## config.mk

```make
export PLATFORM = sky130hd
export DESIGN_NAME = parking_gate_driver_flat
export DESIGN_NICKNAME = d
export VERILOG_FILES = /design/src/rtl/parking_gate_driver_if.sv /design/src/rtl/parking_gate_driver.sv /design/src/flat_wrapper.sv
export SDC_FILE = /design/constraint.sdc
export NUM_CORES = 1
export LEC_CHECK = 0
export BUFFER_PORTS_ARGS = -buffer_cell sky130_fd_sc_hd__buf_2
export CORE_UTILIZATION = 45
export CTS_CLUSTER_DIAMETER = 120
export CTS_CLUSTER_SIZE = 24
export DETAILED_ROUTE_END_ITERATION = 16
export HOLD_SLACK_MARGIN = 0.06
export PLACE_DENSITY = 0.69
export SYNTH_ARGS = -nofsm -noshare
export SYNTH_HDL_FRONTEND = slang
export SYNTH_SLANG_ARGS = --single-unit
export TNS_END_PERCENT = 20
```

## constraint.sdc

```tcl
create_clock -name clk_2 -period 3.2 [get_ports clk_2]
set_clock_uncertainty 0.15 [all_clocks]
set_input_delay 0.32 -clock clk_2 [delete_from_list [all_inputs] [get_ports clk_2]]
set_output_delay 0.32 -clock clk_2 [all_outputs]
set_load 0.01 [all_outputs]
```

## src/rtl/parking_gate_driver_if.sv

```systemverilog
// Sensor/indicator bundle between the parking-lot vehicle sensors and the barrier driver.
interface parking_gate_driver_if;
    logic       car_in_req;
    logic       car_in_pass;
    logic       car_out_req;
    logic       car_out_pass;
    logic       cancela_entrada;
    logic       cancela_saida;
    logic       motor_in_up;
    logic       motor_in_down;
    logic       motor_out_up;
    logic       motor_out_down;
    logic [3:0] num_carros;
    logic       lot_full;

    modport master (
        output car_in_req, car_in_pass, car_out_req, car_out_pass,
        input  cancela_entrada, cancela_saida, motor_in_up, motor_in_down,
        input  motor_out_up, motor_out_down, num_carros, lot_full
    );

    modport slave (
        input  car_in_req, car_in_pass, car_out_req, car_out_pass,
        output cancela_entrada, cancela_saida, motor_in_up, motor_in_down,
        output motor_out_up, motor_out_down, num_carros, lot_full
    );
endinterface

```

## src/rtl/parking_gate_driver.sv

```systemverilog
// Entry/exit barrier controller: two gate FSMs with travel/hold timing and an occupancy counter.
module parking_gate_driver #(
    parameter int unsigned CAPACITY    = 10,
    parameter int unsigned MOVE_CYCLES = 4,
    parameter int unsigned HOLD_CYCLES = 8
) (
    input  logic                  clk_2,
    input  logic                  reset,
    parking_gate_driver_if.slave  gate_bus
);

    localparam int unsigned MoveW = $clog2(MOVE_CYCLES + 1);
    localparam int unsigned HoldW = $clog2(HOLD_CYCLES + 1);
    localparam logic [MoveW-1:0] MoveLast = MoveW'(MOVE_CYCLES - 1);
    localparam logic [HoldW-1:0] HoldLast = HoldW'(HOLD_CYCLES - 1);
    localparam logic [3:0]       CapCount = 4'(CAPACITY);

    typedef enum logic [1:0] {StClosed, StRaising, StOpen, StLowering} gate_state_e;

    // Index 0 is the entry gate, index 1 the exit gate.
    logic [1:0] req;
    logic [1:0] pass;
    logic [1:0] allow;
    logic [1:0] open_w;
    logic [1:0] up_w;
    logic [1:0] down_w;
    logic [1:0] event_w;
    logic [3:0] num_q;

    assign req   = {gate_bus.car_out_req, gate_bus.car_in_req};
    assign pass  = {gate_bus.car_out_pass, gate_bus.car_in_pass};
    assign allow = {num_q != 4'd0, num_q < CapCount};

    for (genvar g = 0; g < 2; g++) begin : g_gate
        gate_state_e      state_q;
        logic [MoveW-1:0] move_q;
        logic [HoldW-1:0] hold_q;
        logic             pass_q;

        always_ff @(posedge clk_2) begin
            if (reset) begin
                state_q <= StClosed;
                move_q  <= '0;
                hold_q  <= '0;
                pass_q  <= 1'b0;
            end else begin
                pass_q <= pass[g];
                unique case (state_q)
                    StClosed: begin
                        if (req[g] && allow[g]) begin
                            state_q <= StRaising;
                            move_q  <= '0;
                        end
                    end
                    StRaising: begin
                        if (move_q == MoveLast) begin
                            state_q <= StOpen;
                            hold_q  <= '0;
                        end else begin
                            move_q <= move_q + 1'b1;
                        end
                    end
                    StOpen: begin
                        if (req[g] || pass[g]) begin
                            hold_q <= '0;
                        end else if (hold_q == HoldLast) begin
                            state_q <= StLowering;
                            move_q  <= '0;
                        end else begin
                            hold_q <= hold_q + 1'b1;
                        end
                    end
                    StLowering: begin
                        // Anything in the beam while lowering forces a full re-raise.
                        if (pass[g]) begin
                            state_q <= StRaising;
                            move_q  <= '0;
                        end else if (move_q == MoveLast) begin
                            state_q <= StClosed;
                        end else begin
                            move_q <= move_q + 1'b1;
                        end
                    end
                    default: state_q <= StClosed;
                endcase
            end
        end

        assign open_w[g]  = (state_q == StOpen);
        assign up_w[g]    = (state_q == StRaising);
        assign down_w[g]  = (state_q == StLowering);
        assign event_w[g] = open_w[g] & pass_q & ~pass[g];
    end

    // Simultaneous entry and exit passages cancel out.
    always_ff @(posedge clk_2) begin
        if (reset) begin
            num_q <= '0;
        end else begin
            case (event_w)
                2'b01:   if (num_q < CapCount) num_q <= num_q + 1'b1;
                2'b10:   if (num_q != 4'd0) num_q <= num_q - 1'b1;
                default: ;
            endcase
        end
    end

    assign gate_bus.cancela_entrada = open_w[0];
    assign gate_bus.cancela_saida   = open_w[1];
    assign gate_bus.motor_in_up     = up_w[0];
    assign gate_bus.motor_in_down   = down_w[0];
    assign gate_bus.motor_out_up    = up_w[1];
    assign gate_bus.motor_out_down  = down_w[1];
    assign gate_bus.num_carros      = num_q;
    assign gate_bus.lot_full        = (num_q == CapCount);

endmodule

```

## src/flat_wrapper.sv

```systemverilog
// flat-port wrapper written by rule: the top's interface ports become plain ports
module parking_gate_driver_flat 
#(
    parameter int unsigned CAPACITY    = 10,
    parameter int unsigned MOVE_CYCLES = 4,
    parameter int unsigned HOLD_CYCLES = 8
)
  (clk_2, reset, gate_bus_car_in_req, gate_bus_car_in_pass, gate_bus_car_out_req, gate_bus_car_out_pass, gate_bus_cancela_entrada, gate_bus_cancela_saida, gate_bus_motor_in_up, gate_bus_motor_in_down, gate_bus_motor_out_up, gate_bus_motor_out_down, gate_bus_num_carros, gate_bus_lot_full);
  parking_gate_driver_if gate_bus_i ();
  input  logic clk_2;
  input  logic reset;
  input wire logic [$bits(gate_bus_i.car_in_req)-1:0] gate_bus_car_in_req;
  input wire logic [$bits(gate_bus_i.car_in_pass)-1:0] gate_bus_car_in_pass;
  input wire logic [$bits(gate_bus_i.car_out_req)-1:0] gate_bus_car_out_req;
  input wire logic [$bits(gate_bus_i.car_out_pass)-1:0] gate_bus_car_out_pass;
  output wire logic [$bits(gate_bus_i.cancela_entrada)-1:0] gate_bus_cancela_entrada;
  output wire logic [$bits(gate_bus_i.cancela_saida)-1:0] gate_bus_cancela_saida;
  output wire logic [$bits(gate_bus_i.motor_in_up)-1:0] gate_bus_motor_in_up;
  output wire logic [$bits(gate_bus_i.motor_in_down)-1:0] gate_bus_motor_in_down;
  output wire logic [$bits(gate_bus_i.motor_out_up)-1:0] gate_bus_motor_out_up;
  output wire logic [$bits(gate_bus_i.motor_out_down)-1:0] gate_bus_motor_out_down;
  output wire logic [$bits(gate_bus_i.num_carros)-1:0] gate_bus_num_carros;
  output wire logic [$bits(gate_bus_i.lot_full)-1:0] gate_bus_lot_full;
  assign gate_bus_i.car_in_req = gate_bus_car_in_req;
  assign gate_bus_i.car_in_pass = gate_bus_car_in_pass;
  assign gate_bus_i.car_out_req = gate_bus_car_out_req;
  assign gate_bus_i.car_out_pass = gate_bus_car_out_pass;
  assign gate_bus_cancela_entrada = gate_bus_i.cancela_entrada;
  assign gate_bus_cancela_saida = gate_bus_i.cancela_saida;
  assign gate_bus_motor_in_up = gate_bus_i.motor_in_up;
  assign gate_bus_motor_in_down = gate_bus_i.motor_in_down;
  assign gate_bus_motor_out_up = gate_bus_i.motor_out_up;
  assign gate_bus_motor_out_down = gate_bus_i.motor_out_down;
  assign gate_bus_num_carros = gate_bus_i.num_carros;
  assign gate_bus_lot_full = gate_bus_i.lot_full;
  parking_gate_driver #(.CAPACITY(CAPACITY), .MOVE_CYCLES(MOVE_CYCLES), .HOLD_CYCLES(HOLD_CYCLES)) u_core (.clk_2(clk_2), .reset(reset), .gate_bus(gate_bus_i));
endmodule
```

==> impl_results.md <==
* Via count at 1430
* Detail Route Antenna Nets at 0
* Worst Path Arrival at 2500 ps
* Post-CTS setup buffer count at 0
* Critical Path Fanout Max at 8
* Initial antenna violation count at 0
* Max clock buf depth at 2
* VDD IR-drop max at 267 µV
* DRC errors left at 0
* Int Power at 0.000573 W
* Initial DRC count at 48
* PwrDens at 499 nW/µm²
* Clk sinks at 24
* I/O pin total at 17
* CTS tree: yes
* Drt first pass iters at 4
* CTS buffer count at 3
* Wirelength per Cell at 14.1 µm
* Mean Syn Cell Area at 8.91 µm²
* Critical Path Sink: u_core.gate_bus.num_carros[3]
* Yosys warns at 0
* Remaining Overflow, GRT at 0
* Rows at 21
* Seq pwr share at 38.5%
* Pin count of the biggest net entering global routing at 26
* Pleak at 0.712 nW
* Final Cycle Share at 74.9%
* Die area at 3810 µm²
* Final WL at 3.42 mm
* Critical path startpoint: u_core.g_gate[0].state_q[0]
* Post-synth top flop: dfxtp_1
* Port Buf Inserts at 16
* Post-synth EDFFs at 0
* Combinational share of power at 35.3%
* Vias per inst at 5.91
* Hold buffer count at CTS at 0
* Setup tns final at 0 ps
* Final hold viol count at 0
* DPL Wire Length at 2.57 mm
* Finished Core Util at 52.6%
* Die Y at 61.7 µm
* Max_cap viols at 0
* H-tree depth reported by CTS at 1
* Post-route insts no fill at 242
* Multi-input logic area at 1050 µm²
* Reg clk slew, reported paths at 150 ps
* Total GRT Usage at 20.1%
* First-pass GRT wire length at 5.60 mm
* Crit path capture type: register
* Seq cells post-synth at 24
* Asr flop ratio synth at 0%
* Required @ worst endpoint at 3300 ps
* RSZ-0062 raised after global routing: no
* Vias in the first global route at 1293
* Final slew viol count at 0
* Hold Path Stages at 2
* Mapped Cells at 180
* Placed insts at 238
* R2R setup slack at 800 ps
* Area Growth Syn to Fin at 10.4%
* Gp weighted congestion at 0.784
* Initial Utilization at 47.7%
* Clk_lat worst skew at 340 ps
* Syn Std Cell Area at 1600 µm²
* Clk network pwr share at 26.2%
* NumNets Final at 219
* Critical Setup Path Class: reg -> reg
* Worst slew margin at 68.5%
* CTS Root Cell: clkbuf_4
* Peak Freq at 417 MHz
* Status: completed
* Psw at 0.000311 W
* Syn nets at 202
* R2R cell count at 8
* Endpoints failing setup at 0
* CORE AREA at 3360 µm²
* Crit Reg-Reg Endpoint: u_core.gate_bus.num_carros[3]
* Register area at 480 µm²
* Crit Reg-Reg Startpoint: u_core.g_gate[0].state_q[0]
* Sw frac at 35.2%
* Die Wd at 61.7 µm
* Seq/Total Area, Yosys at 30.0%
* # diodes at 0
* CP Launch Type: register
* Post-cts gate resize count at 0
* Netlist cell types at 54
* Min-Delay Path Class: in -> reg
* Ratio of cells with drive above 1 in the final layout at 13.8%
* Worst Tran Pin Value at 472 ps
* Fillers at 329
* Fin crit period at 2400 ps
-- power groups by stage --
stage | sequential, W | clock [W] | combinational, W
2_1_floorplan | 0.000341 | 0 | 0.000235
3_3_place_gp | 0.000343 | 0 | 0.000293
3_5_place_dp | 0.000346 | 0 | 0.000307
4_1_cts | 0.000339 | 0.000233 | 0.000308
5_1_grt | 0.000343 | 0.000243 | 0.000353
6_report | 0.000340 | 0.000231 | 0.000312
-- layer usage --
layer  GRT usage, %  vias to the layer above  part of all wire (%)
li1               -                      720                     -
met1           24.7                      675                    47
met2           34.3                       28                    48
met3           2.48                        7                   2.5
met4           10.8                        0                   2.5
met5              0                        -                     0
-- worst max-delay path, cell delays in order, from the launching register on --
cell and delay [ps]:
dfxtp_1 370, inv_1 120, ha_1 300, nand3b_1 180, ha_1 330, nand3b_1 180, a211oi_1 340, o21bai_1 120
a211oi_1 230
-- stage by stage --
step                      worst slack [ps]  hold slack [ps]  power, W  cell area (µm²)
after floorplan                       1010              257  0.000576             1600
after global placement                 972              264  0.000636             1720
after detailed placement               842              270  0.000652             1720
after CTS                              806              106  0.000880             1770
after global routing                   641              110  0.000939             1770
final                                  802              112  0.000883             1770
-- registers in the layout, indices dropped and copies added, names as in the netlist --
signal,flops
u_core.g_gate.hold_q,8
u_core.g_gate.move_q,6
u_core.g_gate.pass_q,2
u_core.g_gate.state_q,4
u_core.gate_bus.num_carros,4
-- Yosys cell counts, types with 2 or more instances --
cell | count | area share [%]
nand2_1 | 4 | 0.94
xnor2_1 | 2 | 1.1
a32o_1 | 6 | 3.7
nor3b_1 | 3 | 1.4
clkbuf_1 | 2 | 0.47
nand2b_1 | 2 | 0.78
and2_1 | 3 | 1.2
dfxtp_1 | 24 | 30
a21bo_2 | 2 | 1.2
o211ai_1 | 5 | 2.3
o21ai_0 | 6 | 1.9
a31oi_1 | 3 | 1.2
and3_1 | 4 | 1.6
a21oi_1 | 7 | 2.2
nor3_1 | 4 | 1.2
ha_1 | 16 | 12
a211oi_1 | 5 | 2.3
nand3_1 | 5 | 1.6
nor2_1 | 9 | 2.1
nand4_1 | 4 | 1.6
nand3b_1 | 7 | 3.3
inv_1 | 13 | 3.0
nor2b_1 | 6 | 2.3
o21a_1 | 6 | 2.8
o31ai_1 | 3 | 1.4
-- layout by cell type, fill, tap and decap left out, drive strengths merged, types with 6 or more instances in the layout --
cell type,count
a21oi,7
a32o,6
buf,16
dfxtp,24
ha,16
inv,13
nand3b,7
nor2,9
nor2b,6
o21a,6
o21ai,7
-- worst min-delay path by stage --
| stage | startpoint | endpoint | slack (ps) |
|---|---|---|---|
| after floorplan | u_core.g_gate[0].move_q[2] | u_core.g_gate[0].move_q[2] | 260 |
| after global placement | u_core.g_gate[0].move_q[2] | u_core.g_gate[0].move_q[2] | 260 |
| after detailed placement | u_core.g_gate[0].move_q[2] | u_core.g_gate[0].move_q[2] | 270 |
| after CTS | gate_bus_car_in_pass | u_core.g_gate[0].pass_q | 110 |
| after global routing | gate_bus_car_in_pass | u_core.g_gate[0].pass_q | 110 |
| final | gate_bus_car_in_pass | u_core.g_gate[0].pass_q | 110 |
-- cells by family after synthesis --
| family | synth area share (%) |
|---|---|
| and+or+nand+nor | 23.7 |
| buffers and inverters | 4.76 |
| xor gates and xnor gates | 1.64 |
| DFF | 30.0 |
| muxes | 0.624 |
| adders and majority gates | 12.5 |
| AOI/OAI and AO/OA | 26.8 |
-- area by class of cell --
class,instances,area share [%]
Multi-Input combinational cell,138,59.2
Timing Repair Buffer,16,4.52
Sequential cell,24,27.1
Clock inverter,1,1.70
Clock buffer,3,1.27
Inverter,14,2.97
Tap cell,46,3.25
Power figures use the tool's default switching activity.
